`src/rtl/bcd_render_pkg.sv`:
```
// +----------------------------------------------------------------------+
// | bcd_render_pkg : shared codes, FSM states and colour for BCD HUD     |
// | Rev 1.0                                                              |
// +----------------------------------------------------------------------+
`default_nettype none

package bcd_render_pkg;

  localparam logic [3:0]  BCD_MINUS     = 4'hA;
  localparam logic [3:0]  BCD_BLANK     = 4'hC;
  localparam logic [11:0] BCD_COLOR_DEF = 12'h5FF;

  typedef enum logic [1:0] {
    IDLE   = 2'd0,
    CONV   = 2'd1,
    COMMIT = 2'd2
  } state_t;

endpackage

`default_nettype wire

```
`src/rtl/digit_glyph_rom.sv`:
```
// +----------------------------------------------------------------------+
// | digit_glyph_rom : 8x8 glyphs for 0-9 and minus, row 0 = top         |
// | Rev 1.0                                                              |
// +----------------------------------------------------------------------+
`default_nettype none

module digit_glyph_rom (
  input  logic [3:0] digit,
  input  logic [2:0] row,
  output logic [7:0] bitmap_row
);

  logic [63:0] w_glyph;

  // Each glyph is packed top row first; bit 0 of every row is the spacing column.
  always_comb begin
    w_glyph = 64'h0;
    case (digit)
      4'h0:    w_glyph = 64'hFE82_8282_8282_82FE;
      4'h1:    w_glyph = 64'h1030_5010_1010_10FE;
      4'h2:    w_glyph = 64'hFE02_02FE_8080_80FE;
      4'h3:    w_glyph = 64'hFE02_02FE_0202_02FE;
      4'h4:    w_glyph = 64'h8282_82FE_0202_0202;
      4'h5:    w_glyph = 64'hFE80_80FE_0202_02FE;
      4'h6:    w_glyph = 64'hFE80_80FE_8282_82FE;
      4'h7:    w_glyph = 64'hFE02_0204_0810_1010;
      4'h8:    w_glyph = 64'hFE82_82FE_8282_82FE;
      4'h9:    w_glyph = 64'hFE82_82FE_0202_02FE;
      4'hA:    w_glyph = 64'h0000_007C_0000_0000;
      default: w_glyph = 64'h0;
    endcase
    bitmap_row = w_glyph[{3'd7 - row, 3'b000} +: 8];
  end

endmodule

`default_nettype wire

```
`src/rtl/bcd_seq_render_engine.sv`:
```
// +----------------------------------------------------------------------+
// | bcd_seq_render_engine : signed binary -> BCD, rendered as HUD strip  |
// | Option macro: LEADING_ZERO_BLANK_EN                    Rev 1.0       |
// +----------------------------------------------------------------------+
`default_nettype none

module bcd_seq_render_engine
  import bcd_render_pkg::*;
#(
  parameter int                     SCREEN_WIDTH = 10,
  parameter int                     SEQ_LEN      = 20,
  parameter int                     NUM_DIGITS   = 6,
  parameter int                     PIXEL_WIDTH  = 12,
  parameter int                     FONT_WIDTH   = 8,
  parameter logic [PIXEL_WIDTH-1:0] BCD_COLOR    = PIXEL_WIDTH'(BCD_COLOR_DEF)
) (
  input  logic                    clk,
  input  logic                    rst,
  input  logic                    in_valid,
  output logic                    in_ready,
  input  logic [SEQ_LEN-1:0]      in_value,
  output logic                    conv_done,
  output logic                    overflow,
  input  logic                    seq_on,
  input  logic [SCREEN_WIDTH-1:0] seq_x_rom,
  input  logic [SCREEN_WIDTH-1:0] seq_y_rom,
  input  logic [PIXEL_WIDTH-1:0]  background_rgb,
  output logic [PIXEL_WIDTH-1:0]  rgb
);

  localparam int CALC_DIGITS = (SEQ_LEN * 302 + 999) / 1000;
  localparam int BCD_DIGITS  = (CALC_DIGITS > NUM_DIGITS) ? CALC_DIGITS : NUM_DIGITS;
  localparam int BCD_W       = 4 * BCD_DIGITS;
  localparam int DISP_W      = 4 * NUM_DIGITS;
  localparam int SR_W        = BCD_W + SEQ_LEN;
  localparam int CNT_W       = $clog2(SEQ_LEN + 1);

  state_t                  state_q, state_d;
  logic [CNT_W-1:0]        cnt_q, cnt_d;
  logic [SR_W-1:0]         sr_q, sr_d;
  logic                    conv_sign_q, conv_sign_d;
  logic                    disp_sign_q, disp_sign_d;
  logic [DISP_W-1:0]       disp_q, disp_d;
  logic                    overflow_q, overflow_d;
  logic                    conv_done_q, conv_done_d;
  logic [3:0]              code_q, code_d;
  logic [2:0]              px_q, px_d;
  logic [2:0]              row_q, row_d;
  logic                    on_q, on_d;
  logic [PIXEL_WIDTH-1:0]  bg_q, bg_d;
  logic [PIXEL_WIDTH-1:0]  rgb_q, rgb_d;

  logic [SEQ_LEN-1:0]      w_mag;
  logic [SR_W-1:0]         w_adj_sr;
  logic                    w_ovf;
  logic [SCREEN_WIDTH-1:0] w_col;
  logic [7:0]              w_glyph_row;
  logic                    w_unused;

  assign in_ready  = (state_q == IDLE);
  assign conv_done = conv_done_q;
  assign overflow  = overflow_q;
  assign rgb       = rgb_q;
  assign w_unused  = ^seq_y_rom[SCREEN_WIDTH-1:3];

  // Negating the most negative input wraps to 2^(SEQ_LEN-1), which is the correct unsigned magnitude.
  assign w_mag = in_value[SEQ_LEN-1] ? (~in_value + 1'b1) : in_value;

  generate
    if (BCD_DIGITS > NUM_DIGITS) begin : g_ovf_hi
      assign w_ovf = |sr_q[SEQ_LEN+DISP_W +: BCD_W-DISP_W];
    end else begin : g_ovf_none
      assign w_ovf = 1'b0;
    end
  endgenerate

  always_comb begin
    w_adj_sr = sr_q;
    for (int i = 0; i < BCD_DIGITS; i++) begin
      if (sr_q[SEQ_LEN+4*i +: 4] >= 4'd5) w_adj_sr[SEQ_LEN+4*i +: 4] = sr_q[SEQ_LEN+4*i +: 4] + 4'd3;
    end
  end

  always_comb begin
    state_d     = state_q;
    cnt_d       = cnt_q;
    sr_d        = sr_q;
    conv_sign_d = conv_sign_q;
    disp_sign_d = disp_sign_q;
    disp_d      = disp_q;
    overflow_d  = overflow_q;
    conv_done_d = 1'b0;
    case (state_q)
      IDLE: begin
        if (in_valid) begin
          conv_sign_d = in_value[SEQ_LEN-1];
          sr_d        = {{BCD_W{1'b0}}, w_mag};
          cnt_d       = '0;
          state_d     = CONV;
        end
      end
      CONV: begin
        sr_d  = {w_adj_sr[SR_W-2:0], 1'b0};
        cnt_d = cnt_q + 1'b1;
        if (cnt_q == CNT_W'(SEQ_LEN - 1)) state_d = COMMIT;
      end
      COMMIT: begin
        disp_sign_d = conv_sign_q;
        overflow_d  = w_ovf;
        disp_d      = w_ovf ? {NUM_DIGITS{4'd9}} : sr_q[SEQ_LEN +: DISP_W];
        conv_done_d = 1'b1;
        state_d     = IDLE;
      end
      default: state_d = IDLE;
    endcase
  end

`ifdef LEADING_ZERO_BLANK_EN
  // w_lz[i]: digit i and every digit above it are zero, so digit i is a leading zero.
  logic [NUM_DIGITS-1:0] w_lz;
  generate
    for (genvar g = 0; g < NUM_DIGITS; g++) begin : g_lz
      if (g == 0) begin : g_lsd
        assign w_lz[g] = 1'b0;
      end else begin : g_upper
        assign w_lz[g] = (disp_q[DISP_W-1:4*g] == '0);
      end
    end
  endgenerate
`endif

  always_comb begin
    w_col  = seq_x_rom / SCREEN_WIDTH'(FONT_WIDTH);
    px_d   = 3'(seq_x_rom % SCREEN_WIDTH'(FONT_WIDTH));
    row_d  = seq_y_rom[2:0];
    on_d   = seq_on;
    bg_d   = background_rgb;
    code_d = BCD_BLANK;
    if (w_col == '0) code_d = disp_sign_q ? BCD_MINUS : BCD_BLANK;
    for (int i = 0; i < NUM_DIGITS; i++) begin
      if (w_col == SCREEN_WIDTH'(NUM_DIGITS - i)) begin
        code_d = disp_q[4*i +: 4];
`ifdef LEADING_ZERO_BLANK_EN
        if (w_lz[i]) code_d = BCD_BLANK;
`endif
      end
    end
    rgb_d = (on_q && w_glyph_row[3'(FONT_WIDTH-1) - px_q]) ? BCD_COLOR : bg_q;
  end

  digit_glyph_rom u_glyph_rom (
    .digit      (code_q),
    .row        (row_q),
    .bitmap_row (w_glyph_row)
  );

  always_ff @(posedge clk or posedge rst) begin
    if (rst) begin
      state_q     <= IDLE;
      cnt_q       <= '0;
      sr_q        <= '0;
      conv_sign_q <= 1'b0;
      disp_sign_q <= 1'b0;
      disp_q      <= '0;
      overflow_q  <= 1'b0;
      conv_done_q <= 1'b0;
      code_q      <= BCD_BLANK;
      px_q        <= '0;
      row_q       <= '0;
      on_q        <= 1'b0;
      bg_q        <= '0;
      rgb_q       <= '0;
    end else begin
      state_q     <= state_d;
      cnt_q       <= cnt_d;
      sr_q        <= sr_d;
      conv_sign_q <= conv_sign_d;
      disp_sign_q <= disp_sign_d;
      disp_q      <= disp_d;
      overflow_q  <= overflow_d;
      conv_done_q <= conv_done_d;
      code_q      <= code_d;
      px_q        <= px_d;
      row_q       <= row_d;
      on_q        <= on_d;
      bg_q        <= bg_d;
      rgb_q       <= rgb_d;
    end
  end

endmodule

`default_nettype wire

```
`config.mk`:
```
export PLATFORM = sky130hd
export DESIGN_NAME = bcd_seq_render_engine
export DESIGN_NICKNAME = d
export VERILOG_FILES = /design/src/rtl/bcd_render_pkg.sv /design/src/rtl/digit_glyph_rom.sv /design/src/rtl/bcd_seq_render_engine.sv
export SDC_FILE = /design/constraint.sdc
export NUM_CORES = 1
export LEC_CHECK = 0
export BUFFER_PORTS_ARGS = -buffer_cell sky130_fd_sc_hd__buf_2
export CAP_MARGIN = 20
export CORE_MARGIN = 3
export CORE_UTILIZATION = 40
export CTS_BUF_LIST = sky130_fd_sc_hd__clkbuf_8 sky130_fd_sc_hd__clkbuf_16
export DETAILED_ROUTE_END_ITERATION = 8
export PLACE_DENSITY = 0.57
export SLEW_MARGIN = 20
export SYNTH_ARGS = -nofsm -noshare
export SYNTH_HDL_FRONTEND = slang
export SYNTH_HIERARCHICAL = 1
export SYNTH_SLANG_ARGS = --single-unit
```
`constraint.sdc`:
```
create_clock -name clk -period 3.67 [get_ports clk]
set_input_delay 0.1835 -clock clk [delete_from_list [all_inputs] [get_ports clk]]
set_output_delay 0.1835 -clock clk [all_outputs]
set_load 0.05 [all_outputs]
```
==> After elaboration in Yosys (flattened, before gate mapping) <==
Memory sizes are Yosys's and may differ from the RTL's.
Index checks and enable logic that the tools add are counted.
{ "op_classes": {"addsub": 11, "order_cmp": 8, "eq_ne": 11, "shift": 1, "n_mux": 28, "bitwise": 1, "reduce_logical": 8} }
{ "ops": {"columns": ["op", "n"], "rows": [
  ["$pmux 48 s2", 1],
  ["$shiftx 64x7->8", 1],
  ["$mux 4", 12],
  ["$mux 48", 1],
  ["$ge 4x3->1 const B", 7],
  ["$add 4x2->4 const B", 6],
  ["$mux 24", 1],
  ["$eq 7x3->1 const B", 3],
  ["$add 20x1->20 const B", 1],
  ["$mux 20", 1],
  ["$not 20->20", 1],
  ["$eq 7x2->1 const B", 2],
  ["$mux 12", 1],
  ["$logic_not 10->1", 1],
  ["$pmux 5 s2", 1],
  ["$mux 3", 3],
  ["$eq 7x1->1 const B", 1],
  ["$reduce_and 2->1", 3],
  ["$sub 3x3->3 const A", 2],
  ["$add 5x1->5 const B", 1],
  ["$eq 5x5->1 const B", 1],
  ["$mux 5", 1],
  ["$lt 3x4->1 const B", 1],
  ["$mux 2", 2],
  ["11 further kinds", 13]
]} }
{ "totals": {"ff_bits": 118, "rom_bits": 624, "input_bits": 56, "output_inout_bits": 15, "wordCells": 83, "n_memories": 1} }
{ "mem_list": {"columns": ["memory", "depth", "width", "rd", "rd_ports_with_merged_regs", "write_ports", "line_no", "rtl"], "rows": [
  ["(name not given)", 16, 39, 1, 0, 0, "digit_glyph_rom.sv:18", "case (digit)"]
]} }

==> Longest topological paths before layout <==
Gate-level depths: netlist (run 1).
{ "depth": {"depth_word": 8, "ltp_mapped": 12, "mapped_depth_nobuf": 10} }

==> Modules after synthesis <==
The synthesis (run 1) kept the hierarchy.
{ "modules_own_cells": {"columns": ["mod", "instances", "cells_each", "area_per_inst_um2"], "rows": [
  ["bcd_seq_render_engine", 1, 545, 5561.6],
  ["digit_glyph_rom", 1, 79, 530.5]
]} }

==> Worst setup path after synthesis (run 1) <==
OpenSTA, ideal clock, no wires.
{ "synth_path": {"path_kind": "register -> register", "from": "register code_q[1]", "to": "register rgb_q[11] (netlist: rgb[11])", "setup_time_ns": 0.066, "arrival_time_ns": 2.886, "path_slack_ns": 0.718, "stages_incl_launch_ff": 13, "path_buffers": 2, "period_less_slack_ns": 2.952, "path_cell_list": "dfrtp_1 > inv_1 > ha_1 > or3b_1 > buf_2 > a41o_1 > o32ai_2 > o41ai_1 > mux4_2 > mux2_2 > nand2_1 > buf_2 > and2_1"} }
{ "synth_between": {"elab_chain_len": 6} }
{ "synth_rtl": {"columns": ["item", "line_no", "rtl"], "rows": [
  ["start, declared", "bcd_seq_render_engine.sv:46", "logic [3:0] code_q, code_d;"],
  ["start signal, assigned", "bcd_seq_render_engine.sv:182", "code_q <= code_d;"],
  ["$mem_v2 16x39", null, null],
  ["$shiftx 64x7->8", "digit_glyph_rom.sv:32", "bitmap_row = w_glyph[{3'd7 - row, 3'b000} +: 8];"],
  ["named net w_glyph_row[5]", "bcd_seq_render_engine.sv:57", "logic [7:0] w_glyph_row;"],
  ["$bmux 1 s3", "bcd_seq_render_engine.sv:148", "rgb_d = (on_q && w_glyph_row[3'(FONT_WIDTH-1) - px_q]) ? BCD_COLOR : bg_q;"],
  ["$mux 1 (implied by the code)", "bcd_seq_render_engine.sv:148", null],
  ["$logic_and 1x1->1", "bcd_seq_render_engine.sv:148", null],
  ["$mux 12", "bcd_seq_render_engine.sv:148", null],
  ["named net rgb_d[11]", "bcd_seq_render_engine.sv:51", "logic [PIXEL_WIDTH-1:0] rgb_q, rgb_d;"],
  ["end signal, assigned", "bcd_seq_render_engine.sv:187", "rgb_q <= rgb_d;"],
  ["end, declared", "bcd_seq_render_engine.sv:51", null]
]} }
The timed path passes the listed nets, and every way through them passes these cells. The select of a mux whose other input is x is not followed.
A chain may end at the register's enable or synchronous reset.

==> Worst setup path after layout (run 1) <==
Same ends and word-level chain as after synthesis.

==> summary.md, run 1 <==
| Metric | Value |
|---|---|
| Leak pwr | 0.00328 uW |
| Antenna-violating nets left | 0 |
| Gr usage total | 0.169 |
| Die H | about 130 microns |
| Initial antenna violation count | 0 |
| Routed len/inst | about 15 microns |
| Syn_nets | ~700 |
| Worst Skew | about 0.008 ns |
| CP peak stage delay | 0.46 ns |
| Commonest non-fill, non-tap cell in the layout | dfrtp_1 |
| Die area | between 0.015 and 0.02 sq mm |
| Hold Crit Class | input pin to flop |
| Post-layout min period | 3.24 ns |
| Cell row count | 44 |
| Die X | between 100 and 150 microns |
| Largest net degree at the start of global routing | about 80 |
| Hold Vio Cnt, Final | 0 |
| CTS tree | done |
| Max FO, Critical Path | 12 |
| Most frequent cells in the layout | 116 x dfrtp_1, 75 x nand2_1, 63 x buf_2, 61 x o21ai_0, 37 x a21oi_1 |
| Multi-input logic area | 0.00286 sq mm |
| Via density | between 5 and 6 |
| CTS Buffer Depth | 2 |
| Htree depth | 4 |
| Hold Buf Count CTS | 20 |
| FF+latch count, synth | between 100 and 150 |
| Critical Path AT | between 3 and 4 ns |
| Setup-failing EPs final | 0 |
| Total negative slack | 0 ns |
| Count of cell types in the netlist | 70 |
| Type of origin of the critical path | flop |
| Crit path cell chain | inv_1 > ha_1 > or3b_1 > a41o_1 > o32ai_2 > o41ai_1 > mux4_2 > mux2_2 > nand2_1 > and2_1 |
| Layout cells sized above 1 | 0.170 |
| Drt pass-1 iters | 5 |
| Final #Nets | around 770 |
| Reg2Reg Launch Point | code_q[1]$_DFF_PP0_ |
| Worst Setup SP | code_q[1]$_DFF_PP0_ |
| DRC | 0 |
| Fraction of registers with async set/reset | 1.00 |
| CTS clock-pin slew for the worst setup and hold paths | about 0.050 ns |
| Total gr overflow | 0 |
| Reg2Reg Setup Slack | 0.43 ns |
| Synthesized area per cell | a little under 10 sq um |
| FF/Latch Area | 0.00296 sq mm |
| Slew @ Worst Pin | slightly below 0.8 ns |
| Cell family with most CP delay | simple AND/OR/NAND/NOR gates |
| Clk_lat worst skew | 0.41 ns |
| Detailed Route WL | between 10 and 15 mm |
| Reg2Reg Depth | 10 |
| I/O pin cnt | a little over 70 |
| Post-Syn Instances | roughly 620 |
| CP required | approximately 4 ns |
| CTS Root Cell | clkbuf_16 |
| Achievable Freq | around 0.3 GHz |
| Max_slew headroom | 0.486 |
| Placed Cells | between 800 and 900 |
| Power density over the cells | slightly above 700 mW/mm^2 |
| Vias in the first global route | 4680 |
| Area Growth Syn to Fin | 20.7% |
| Max VDD drop | approximately 0.46 mV |
| Drt first-iter violations | 262 |
| Initial Util | 0.414 |
| Setup Fix Bufs, Post-CTS | 0 |
| Non-filler cells, final | 891 |
| Hold depth | 3 |
| Vias post-DR | a little under 5000 |
| Crit end category | flop |
| Sequential share of the synthesized area | 0.485 |
| DP Wirelength | approximately 9.0 mm |
| Cell Area, Synth | approximately 0.0061 sq mm |
| First-pass GRT wire length | about 23 mm |
| Critical path type | flop to flop |
| Critical path buffers and inverters | 1 |
| Reg2reg end | rgb[11]$_DFF_PP0_ |
| Slowest CP cell | dfrtp_1 |
| Worst Hold End | sr_q[15]$_DFFE_PP0P_ |
| YS warnings | 6 |
| Fillers | about 1300 |
| Port Buffers | 63 |
| Clock sinks | around 120 |
| Final GP Congestion | between 0.8 and 0.9 |
| Post-synth top flop | dfrtp_1 |
| Number of synthesized flops with an enable pin | 0 |
| Final worst-path cycle share | 0.883 |
| Max-Cap Viols | 0 |
| Outcome | completed |
| Unrepaired setup endpoints after global routing | no |
| Slew Viols, Final | 0 |
| Hold path startpoint | in_value[15] |
| Resized cells post-CTS | 0 |
| Area of the core | about 0.015 sq mm |
| TritonCTS Buffers | 17 |
| Antenna cells | 0 |
[flip-flops by register name, summed over array words and instances, names as in the netlist]
register and flops:
bg_q 12, cnt_q 5, code_q 4, conv_done 1, conv_sign_q 1, disp_q 24
disp_sign_q 1, on_q 1, overflow 1, px_q 3, rgb 12, row_q 3
sr_q 48, state_q 2
[worst reg2reg max path, cell delays in order, from the launching register on]
cell and delay (ns):
dfrtp_1 0.46, inv_1 0.14, ha_1 0.19, or3b_1 0.45, a41o_1 0.27, o32ai_2 0.34
o41ai_1 0.13, mux4_2 0.45, mux2_2 0.27, nand2_1 0.29, and2_1 0.18
[per-stage QoR]
stage | hold WS (ns) | utilization | power [uW] | setup WS (ns) | instance area [sq um]
CTS | 0.0590 | 0.499 | 5350 | 0.421 | 7340
detailed placement | 0.293 | 0.443 | 3560 | 0.441 | 6520
floorplan | 0.215 | - | 3180 | 0.361 | 6090
finish | 0.0675 | 0.500 | 5290 | 0.431 | 7350
global placement | 0.292 | 0.443 | 3490 | 0.478 | 6520
global route | 0.0709 | 0.500 | 5670 | 0.207 | 7350
[final cells by class]
class                   instances  area share
clock inverters                13      0.0247
multi-input cells             440       0.389
inverters                      27      0.0145
repair buffers                 91      0.0786
clock buffers                  18      0.0597
well taps                     184      0.0313
flip-flops and latches        118       0.402
[Yosys cell counts, drive strengths merged, types with 2 or more instances]
master | count | area share
dfrtp | 116 | 0.48
nand2 | 76 | 0.047
o21ai | 65 | 0.053
a21oi | 37 | 0.030
clkbuf | 30 | 0.022
nand3 | 28 | 0.023
inv | 27 | 0.017
nand2b | 26 | 0.027
ha | 22 | 0.045
nor2 | 21 | 0.013
a22oi | 16 | 0.020
xor2 | 16 | 0.023
o31ai | 12 | 0.016
xnor2 | 11 | 0.016
o211ai | 10 | 0.012
buf | 9 | 0.0074
nor3b | 8 | 0.0099
a32o | 7 | 0.012
nor2b | 7 | 0.0072
nor3 | 6 | 0.0058
o32ai | 5 | 0.0084
o41ai | 5 | 0.0084
and2 | 4 | 0.0041
mux2 | 4 | 0.0074
mux2i | 4 | 0.0066
a211oi | 3 | 0.0037
and3 | 3 | 0.0031
mux4 | 3 | 0.011
nand4 | 3 | 0.0031
nor4 | 3 | 0.0031
or3 | 3 | 0.0033
or4 | 3 | 0.0037
a21o | 2 | 0.0025
dfstp | 2 | 0.0086
o221ai | 2 | 0.0029
or3b | 2 | 0.0029
[kinds of logic after synthesis]
| kind of cell | count (synthesis) | share of synthesized area |
|---|---|---|
| xor+xnor | 27 | 0.0388 |
| flops | 118 | 0.485 |
| fa+ha+maj | 23 | 0.0468 |
| simple gates | 197 | 0.165 |
| other cells | 1 | 0.000616 |
| mux | 11 | 0.0251 |
| buf+inv | 66 | 0.0458 |
| compound gates | 181 | 0.193 |
[power by group]
part	switching [uW]	internal, uW
Clock	597	1150
Sequential	314	1700
Combinational	885	644
[worst max path at each step]
| stage | end | slack, ns | depth (start not counted) |
|---|---|---|---|
| 2_1_floorplan | bg_q[0]$_DFF_PP0_ | 0.36 | 1 |
| 3_3_place_gp | rgb[9]$_DFF_PP0_ | 0.48 | 10 |
| 3_5_place_dp | rgb[11]$_DFF_PP0_ | 0.44 | 10 |
| 4_1_cts | rgb[11]$_DFF_PP0_ | 0.42 | 10 |
| 5_1_grt | rgb[0]$_DFF_PP0_ | 0.21 | 10 |
| 6_report | rgb[11]$_DFF_PP0_ | 0.43 | 10 |
[layer usage]
layer | vias up | part of all wire | track usage
met1 | 2380 | 0.46 | 0.222
met5 | - | 0 | 0
met2 | 82 | 0.50 | 0.281
met3 | 12 | 0.037 | 0.0412
li1 | 2368 | - | -
met4 | 0 | 0.012 | 0.0483
Note: power is estimated with default switching activity, not from simulation.
==> run 2, diff against run 1 <==
- ABC_AREA: unset -> 1
- clock period: 3.67 -> 3.8 ns (I/O delays scaled with it)
==> summary.md, run 2 <==
| Metric | Value |
|---|---|
| Outcome | finished with violations |
| Failing checks | hold timing |
| Reg2Reg Depth | 13 (+3) |
| Routed len/inst | 12.9 microns (-16%) |
| CTS clock-pin slew for the worst setup and hold paths | 0.06 ns (about the same) |
| DRC | 0 (unchanged) |
| Fin area | 0.00742 sq mm (+0.95%) |
| Fillers | 1551 (+16%) |
| CP required | 4.04 ns (+0.02 ns) |
| Final worst-path cycle share | 0.744 (-0.138) |
| Unrepaired setup endpoints after global routing | no |
| FF+latch count, synth | 118 (unchanged) |
| Hold Buf Count CTS | 19 (-5.0%) |
| Most frequent cells in the layout | 202 x nand2_1, 116 x dfrtp_1, 90 x inv_1, 79 x o21ai_0, 67 x nor2_1 |
| Crit end category | flop |
| Critical Path AT | 3.07 ns (-0.52 ns) |
| CP peak stage delay | 0.74 ns (+0.28 ns) |
| Area of the core | 0.0152 sq mm (+3.4%) |
| Clock sinks | 118 (unchanged) |
| Met3 usage | 0.0378 (-0.00342) |
| Port Buffers | 63 (unchanged) |
| Max VDD drop | 0.382 mV (-18%) |
| Synth top area cells | dfrtp_1 47%, nand2_1 12%, o21ai_0 6.3% |
| Area Growth Syn to Fin | 19.0% |
| Total negative slack | 0 ns (unchanged) |
| Vias post-DR | 5325 (+10%) |
| Antenna cells | 0 (unchanged) |
| Gr usage total | 0.170 (+0.000708) |
| Commonest non-fill, non-tap cell in the layout | nand2_1 |
| Max FO, Critical Path | 12 (unchanged) |
| Leak pwr | 0.00366 uW (+12%) |
| Number of synthesized flops with an enable pin | 0 (unchanged) |
| Worst Skew | 0.0102 ns (+0.00235 ns) |
| Detailed Route WL | 13.7 mm (+1.1%) |
| Hold Vio Cnt, Final | 23 (+23) |
| Largest regs | sr_q x48, disp_q x24 |
| Antenna-violating nets left | 0 (unchanged) |
| TritonCTS Buffers | 17 (unchanged) |
| Critical path type | flop to flop |
| Reg2reg end | rgb[8]$_DFF_PP0_ |
| Post-synth top area cell | dfrtp_1 |
| Post-layout min period | 2.83 ns (-0.411 ns) |
| Largest net degree at the start of global routing | 76 (-7.3%) |
| Drt first-iter violations | 287 (+9.5%) |
| Reg2Reg Setup Slack | 0.97 ns (+0.54 ns) |
| M2 GR Usage | 0.283 (+0.00261) |
| Slew @ Worst Pin | 0.932 ns (+0.162 ns) |
| Post-synth top cells | 202 x nand2_1, 116 x dfrtp_1, 90 x inv_1 |
| Clk_lat worst skew | 0.41 ns (about the same) |
| YS warnings | 6 (unchanged) |
| Max reg flops | 48 (unchanged) |
| Cell Area, Synth | 0.00624 sq mm (+2.4%) |
| Layout cells sized above 1 | 0.145 (-0.0251) |
| Slowest CP cell | o211ai_1 |
| Setup-failing EPs final | 0 (unchanged) |
| Cell family with most CP delay | compound AO/OA/AOI/OAI gates |
| Sequential share of the synthesized area | 0.474 (-0.0112) |
| Htree depth | 4 (unchanged) |
| Die area | 0.0171 sq mm (+2.3%) |
| Type of origin of the critical path | flop |
| Synthesized area per cell | 7.96 sq um (-18%) |
| Crit path cell chain | inv_1 > ha_1 > or2_1 > o211ai_2 > inv_2 > a21oi_1 > nand2_1 > nor2_1 > nor2_1 > o21ai_0 > nand2_1 > o211ai_1 > nand2_1 |
| Achievable Freq | 0.354 GHz (+15%) |
| Grt peak-use layer | met2 |
| I/O pin cnt | 71 (unchanged) |
| Critical path buffers and inverters | 2 (+1) |
| Drt pass-1 iters | 4 (-1) |
| Slew Viols, Final | 0 (unchanged) |
| Post-Syn Instances | 783 (+25%) |
| Fin util | 0.488 (-0.0119) |
| Final GP Congestion | 0.872 (+5.1%) |
| Final #Nets | 943 (+22%) |
| Min Hold Slack | -0.0207 ns (-0.0882 ns) |
| Placed Cells | 1015 (+21%) |
| Via density | 5.00 (-8.1%) |
| First-pass GRT wire length | 23.5 mm (+3.3%) |
| Most frequent cell after synthesis | nand2_1 |
| Max_slew headroom | 0.376 (-0.110) |
| Die H | 131 microns (+1.1%) |
| Total gr overflow | 0 (unchanged) |
| Cell row count | 45 (+2.3%) |
| Power density over the cells | 679 mW/mm^2 (-5.6%) |
| Fraction of registers with async set/reset | 1.00 (unchanged) |
| Hold Crit Class | input pin to asynchronous set/reset pin |
| Resized cells post-CTS | 0 (unchanged) |
| Setup Fix Bufs, Post-CTS | 0 (unchanged) |
| Max-Cap Viols | 0 (unchanged) |
| CTS Buffer Depth | 2 (unchanged) |
| Reg2Reg Launch Point | code_q[1]$_DFF_PP0_ |
| CTS tree | done |
| Syn_nets | 861 (+23%) |
| Non-filler cells, final | 1066 (+20%) |
| Die X | 131 microns (+1.1%) |
| Initial Util | 0.410 (-0.00425) |
| CP most frequent cell | nand2_1 |
| Post-synth top flop | dfrtp_1 |
| Initial antenna violation count | 0 (unchanged) |
| DP Wirelength | 9.90 mm (+10%) |
| Share of the synthesized area in the top cell type | 0.465 (-0.0110) |
| Top reg by flops | sr_q |
| Area after DPL | 0.00667 sq mm (+2.3%) |
| Vias in the first global route | 5196 (+11%) |
| Count of cell types in the netlist | 38 (-46%) |
| Met1 Usage GRT | 0.218 (-0.00410) |
| CTS Root Cell | clkbuf_16 |
run 2: cell types whose count changed after synthesis, sizes merged, moves of 9 or more:
cell / delta
nand2: +130
inv: +71
nor2: +52
o21ai: +34
clkbuf: -27
nand2b: -26
nand3: +18
buf: +11
xor2: -11
o31ai: -9
xnor2: -9
run 2: kinds of logic (layout without fill, tap and decap cells):
kind of cell	Yosys count	in the layout	share of synthesized area
AOI/OAI and AO/OA	167	167	0.148
adders and majority gates	22	22	0.0441
buffers and inverters	121	216	0.0837
xor gates and xnor gates	7	7	0.00983
DFF	118	118	0.474
muxes	2	2	0.00321
and+or+nand+nor	345	345	0.236
other	1	1	0.000601
run 2: metal layers:
layer / routed length (microns) / vias to the layer above
li1: - / 2716
met1: 6390 / 2496
met2: 6640 / 95
met3: 435 / 18
met4: 250 / 0
met5: 0 / -
run 2: report_power, final:
part | total [uW] | internal, uW | switching [uW]
combinational | 1630 | 592 | 1040
sequential | 1890 | 1640 | 256
clock | 1520 | 953 | 563
run 2: cell type report:
| type | count | area (sq um) | area share |
|---|---|---|---|
| Sequential cell | 118 | 2960 | 0.398 |
| Inverter | 98 | 370 | 0.0499 |
| Timing Repair Buffer | 86 | 536 | 0.0722 |
| Clock inverter | 15 | 140 | 0.0189 |
| Clock buffer | 17 | 425 | 0.0573 |
| Multi-Input combinational cell | 544 | 2760 | 0.372 |
| Tap cell | 188 | 235 | 0.0317 |
run 2: worst reg2reg max path, cell delays in order (launching register included):
cell	delay [ns]
dfrtp_1	0.47
inv_1	0.12
ha_1	0.32
or2_1	0.25
o211ai_2	0.11
inv_2	0.06
a21oi_1	0.13
nand2_1	0.07
nor2_1	0.09
nor2_1	0.04
o21ai_0	0.07
nand2_1	0.07
o211ai_1	0.74
nand2_1	0.14
run 2: per-stage QoR:
stage               setup slack [ns]  total power, uW
floorplan                      0.484             3150
CTS                            0.926             5080
detailed placement             0.969             3530
finish                         0.971             5040
global route                   0.650             5440
global placement                1.03             3450
run 2: how the worst max path moves through the flow:
stage	startpoint	end	slack (ns)	cells past startpoint
final	code_q[1]$_DFF_PP0_	rgb[8]$_DFF_PP0_	0.97	13
after global routing	code_q[1]$_DFF_PP0_	rgb[8]$_DFF_PP0_	0.65	13
after CTS	code_q[1]$_DFF_PP0_	rgb[8]$_DFF_PP0_	0.93	13
after detailed placement	code_q[1]$_DFF_PP0_	rgb[8]$_DFF_PP0_	0.97	13
after global placement	code_q[1]$_DFF_PP0_	rgb[10]$_DFF_PP0_	1.03	13
after floorplan	rst	bg_q[0]$_DFF_PP0_	0.48	1
==> run 3, diff against run 2 <==
- clock period: 3.8 -> 2.8 ns (I/O delays scaled with it)
==> summary.md, run 3 (synthesis results as in run 2) <==
| Metric | Value |
|---|---|
| Outcome | completed |
| Final #Nets | 947 (+0.42%) |
| Drt pass-1 iters | 5 (+1) |
| Worst setup path endpoint | rgb[8]$_DFF_PP0_ |
| Port Buffers | 63 (unchanged) |
| Total negative slack | 0 ns (unchanged) |
| First-pass GRT wire length | 23.5 mm (+0.15%) |
| Critical Path AT | 2.68 ns (-0.39 ns) |
| Unrepaired setup endpoints after global routing | no |
| Non-filler cells, final | 1069 (+0.28%) |
| Clock sinks | 118 (unchanged) |
| Initial antenna violation count | 0 (unchanged) |
| Clk_lat worst skew | 0.40 ns (about the same) |
| Type of origin of the critical path | flop |
| Die area | 0.0171 sq mm (unchanged) |
| Setup-failing EPs final | 0 (unchanged) |
| Hold Crit Class | input pin to flop |
| Antenna-violating nets left | 0 (unchanged) |
| Layout cells sized above 1 | 0.145 (+0.000643) |
| CP required | 3.08 ns (-0.96 ns) |
| Achievable Freq | 0.416 GHz (+18%) |
| Setup Fix Bufs, Post-CTS | 0 (unchanged) |
| Total gr overflow | 0 (unchanged) |
| Final worst-path cycle share | 0.858 (+0.114) |
| CTS Root Cell | clkbuf_16 |
| Max reg flops | 48 (unchanged) |
| Initial Util | 0.410 (unchanged) |
| Die H | 131 microns (unchanged) |
| Area of the core | 0.0152 sq mm (unchanged) |
| Gr usage total | 0.170 (-0.000431) |
| DP Wirelength | 10.0 mm (+1.1%) |
| CTS clock-pin slew for the worst setup and hold paths | 0.05 ns (about the same) |
| Power density over the cells | 932 mW/mm^2 (+37%) |
| Max VDD drop | 0.420 mV (+10%) |
| Max FO, Critical Path | 12 (unchanged) |
| Die X | 131 microns (unchanged) |
| Most frequent cells in the layout | 202 x nand2_1, 116 x dfrtp_1, 91 x inv_1, 79 x o21ai_0, 67 x nor2_1 |
| Routed len/inst | 13.1 microns (+2.2%) |
| Commonest non-fill, non-tap cell in the layout | nand2_1 |
| Largest regs | sr_q x48, disp_q x24 |
| Via density | 5.04 (+0.97%) |
| Post-layout min period | 2.40 ns (-0.425 ns) |
| Crit end category | flop |
| Cell row count | 45 (unchanged) |
| Hold Vio Cnt, Final | 0 (-100%) |
| Reg2Reg Depth | 14 (+1) |
| Htree depth | 4 (unchanged) |
| Max-Cap Viols | 0 (unchanged) |
| Leak pwr | 0.00371 uW (+1.4%) |
| CTS Buffer Depth | 2 (unchanged) |
| Resized cells post-CTS | 0 (unchanged) |
| Slew Viols, Final | 0 (unchanged) |
| Area Growth Syn to Fin | 20.5% |
| Placed Cells | 1018 (+0.30%) |
| Reg2Reg Setup Slack | 0.40 ns (-0.57 ns) |
| Fillers | 1482 (-4.4%) |
| Largest net degree at the start of global routing | 48 (-37%) |
| Final GP Congestion | 0.879 (+0.80%) |
| Antenna cells | 0 (unchanged) |
| I/O pin cnt | 71 (unchanged) |
| Hold Buf Count CTS | 20 (+1) |
| Min Hold Slack | 0.0405 ns (+0.0612 ns) |
| Max_slew headroom | 0.530 (+0.154) |
| Reg2Reg Launch Point | code_q[1]$_DFF_PP0_ |
| Worst Skew | 0.00829 ns (-0.00191 ns) |
| Reg2reg end | rgb[8]$_DFF_PP0_ |
| CTS tree | done |
| Top reg by flops | sr_q |
| Multi-input logic area | 0.00276 sq mm (unchanged) |
| Worst Setup SP | code_q[1]$_DFF_PP0_ |
| Slew @ Worst Pin | 0.704 ns (-0.228 ns) |
| DRC | 0 (unchanged) |
| Vias post-DR | 5392 (+1.3%) |
| Vias in the first global route | 5144 (-1.0%) |
| Critical path type | flop to flop |
| Detailed Route WL | 14.1 mm (+2.5%) |
| FF/Latch Area | 0.00296 sq mm (unchanged) |
| Drt first-iter violations | 286 (-0.35%) |
| TritonCTS Buffers | 17 (unchanged) |
[run 3: cell types whose count changed in the layout (fill, tap and decap cells not counted)]
cell | before | now
buf_12 | 0 | 2
buf_4 | 4 | 5
bufinv_16 | 2 | 3
clkbuf_8 | 0 | 3
clkinv_2 | 6 | 4
clkinv_4 | 1 | 0
clkinvlp_4 | 5 | 3
dlygate4sd3_1 | 19 | 20
inv_1 | 90 | 91
inv_4 | 1 | 0
[run 3: report_power, final]
part	switching [uW]	internal, uW	total, uW
clock network	733	1450	2180
registers	347	2220	2570
logic	1430	819	2250
total	2510	4490	7000
[run 3: area by class of cell]
type	count	area share
Inverter	98	0.0495
Multi-Input combinational cell	544	0.367
Clock inverter	11	0.0177
Clock buffer	20	0.0621
Tap cell	188	0.0313
Sequential cell	118	0.393
Timing Repair Buffer	90	0.0789
[run 3: worst min-delay path by stage]
stage	startpoint	to	cells past startpoint
floorplan	background_rgb[0]	bg_q[0]$_DFF_PP0_	0
global placement	background_rgb[1]	bg_q[1]$_DFF_PP0_	1
detailed placement	seq_y_rom[1]	row_q[1]$_DFF_PP0_	1
CTS	in_value[2]	sr_q[2]$_DFFE_PP0P_	3
global route	in_value[10]	sr_q[10]$_DFFE_PP0P_	3
finish	in_value[2]	sr_q[2]$_DFFE_PP0P_	3
[run 3: metal layers]
metal / track usage / share of wire / up-vias
li1: - / - / 2724
met3: 0.0341 / 0.030 / 19
met4: 0.0551 / 0.015 / 0
met2: 0.279 / 0.49 / 99
met1: 0.225 / 0.47 / 2550
met5: 0 / 0 / -
[run 3: critical path: stages, from the launching register on]
cell      delay (ns)
dfrtp_1         0.48
inv_1           0.12
ha_1            0.33
or2_1           0.25
o211ai_2        0.10
inv_2           0.05
a21oi_1         0.12
nand2_1         0.07
nor2_1          0.11
nor2_1          0.05
o21ai_0         0.08
nand2_1         0.07
o211ai_1        0.17
buf_4           0.21
nand2_1         0.08
[run 3: stage by stage]
step,power (uW),cell area [sq um],setup slack (ns),utilization
2_1_floorplan,4270,6240,0.591,-
3_3_place_gp,4710,6710,0.456,0.442
3_5_place_dp,4810,6710,0.395,0.442
4_1_cts,7060,7510,0.371,0.494
5_1_grt,7520,7510,0.213,0.494
6_report,7000,7510,0.396,0.494
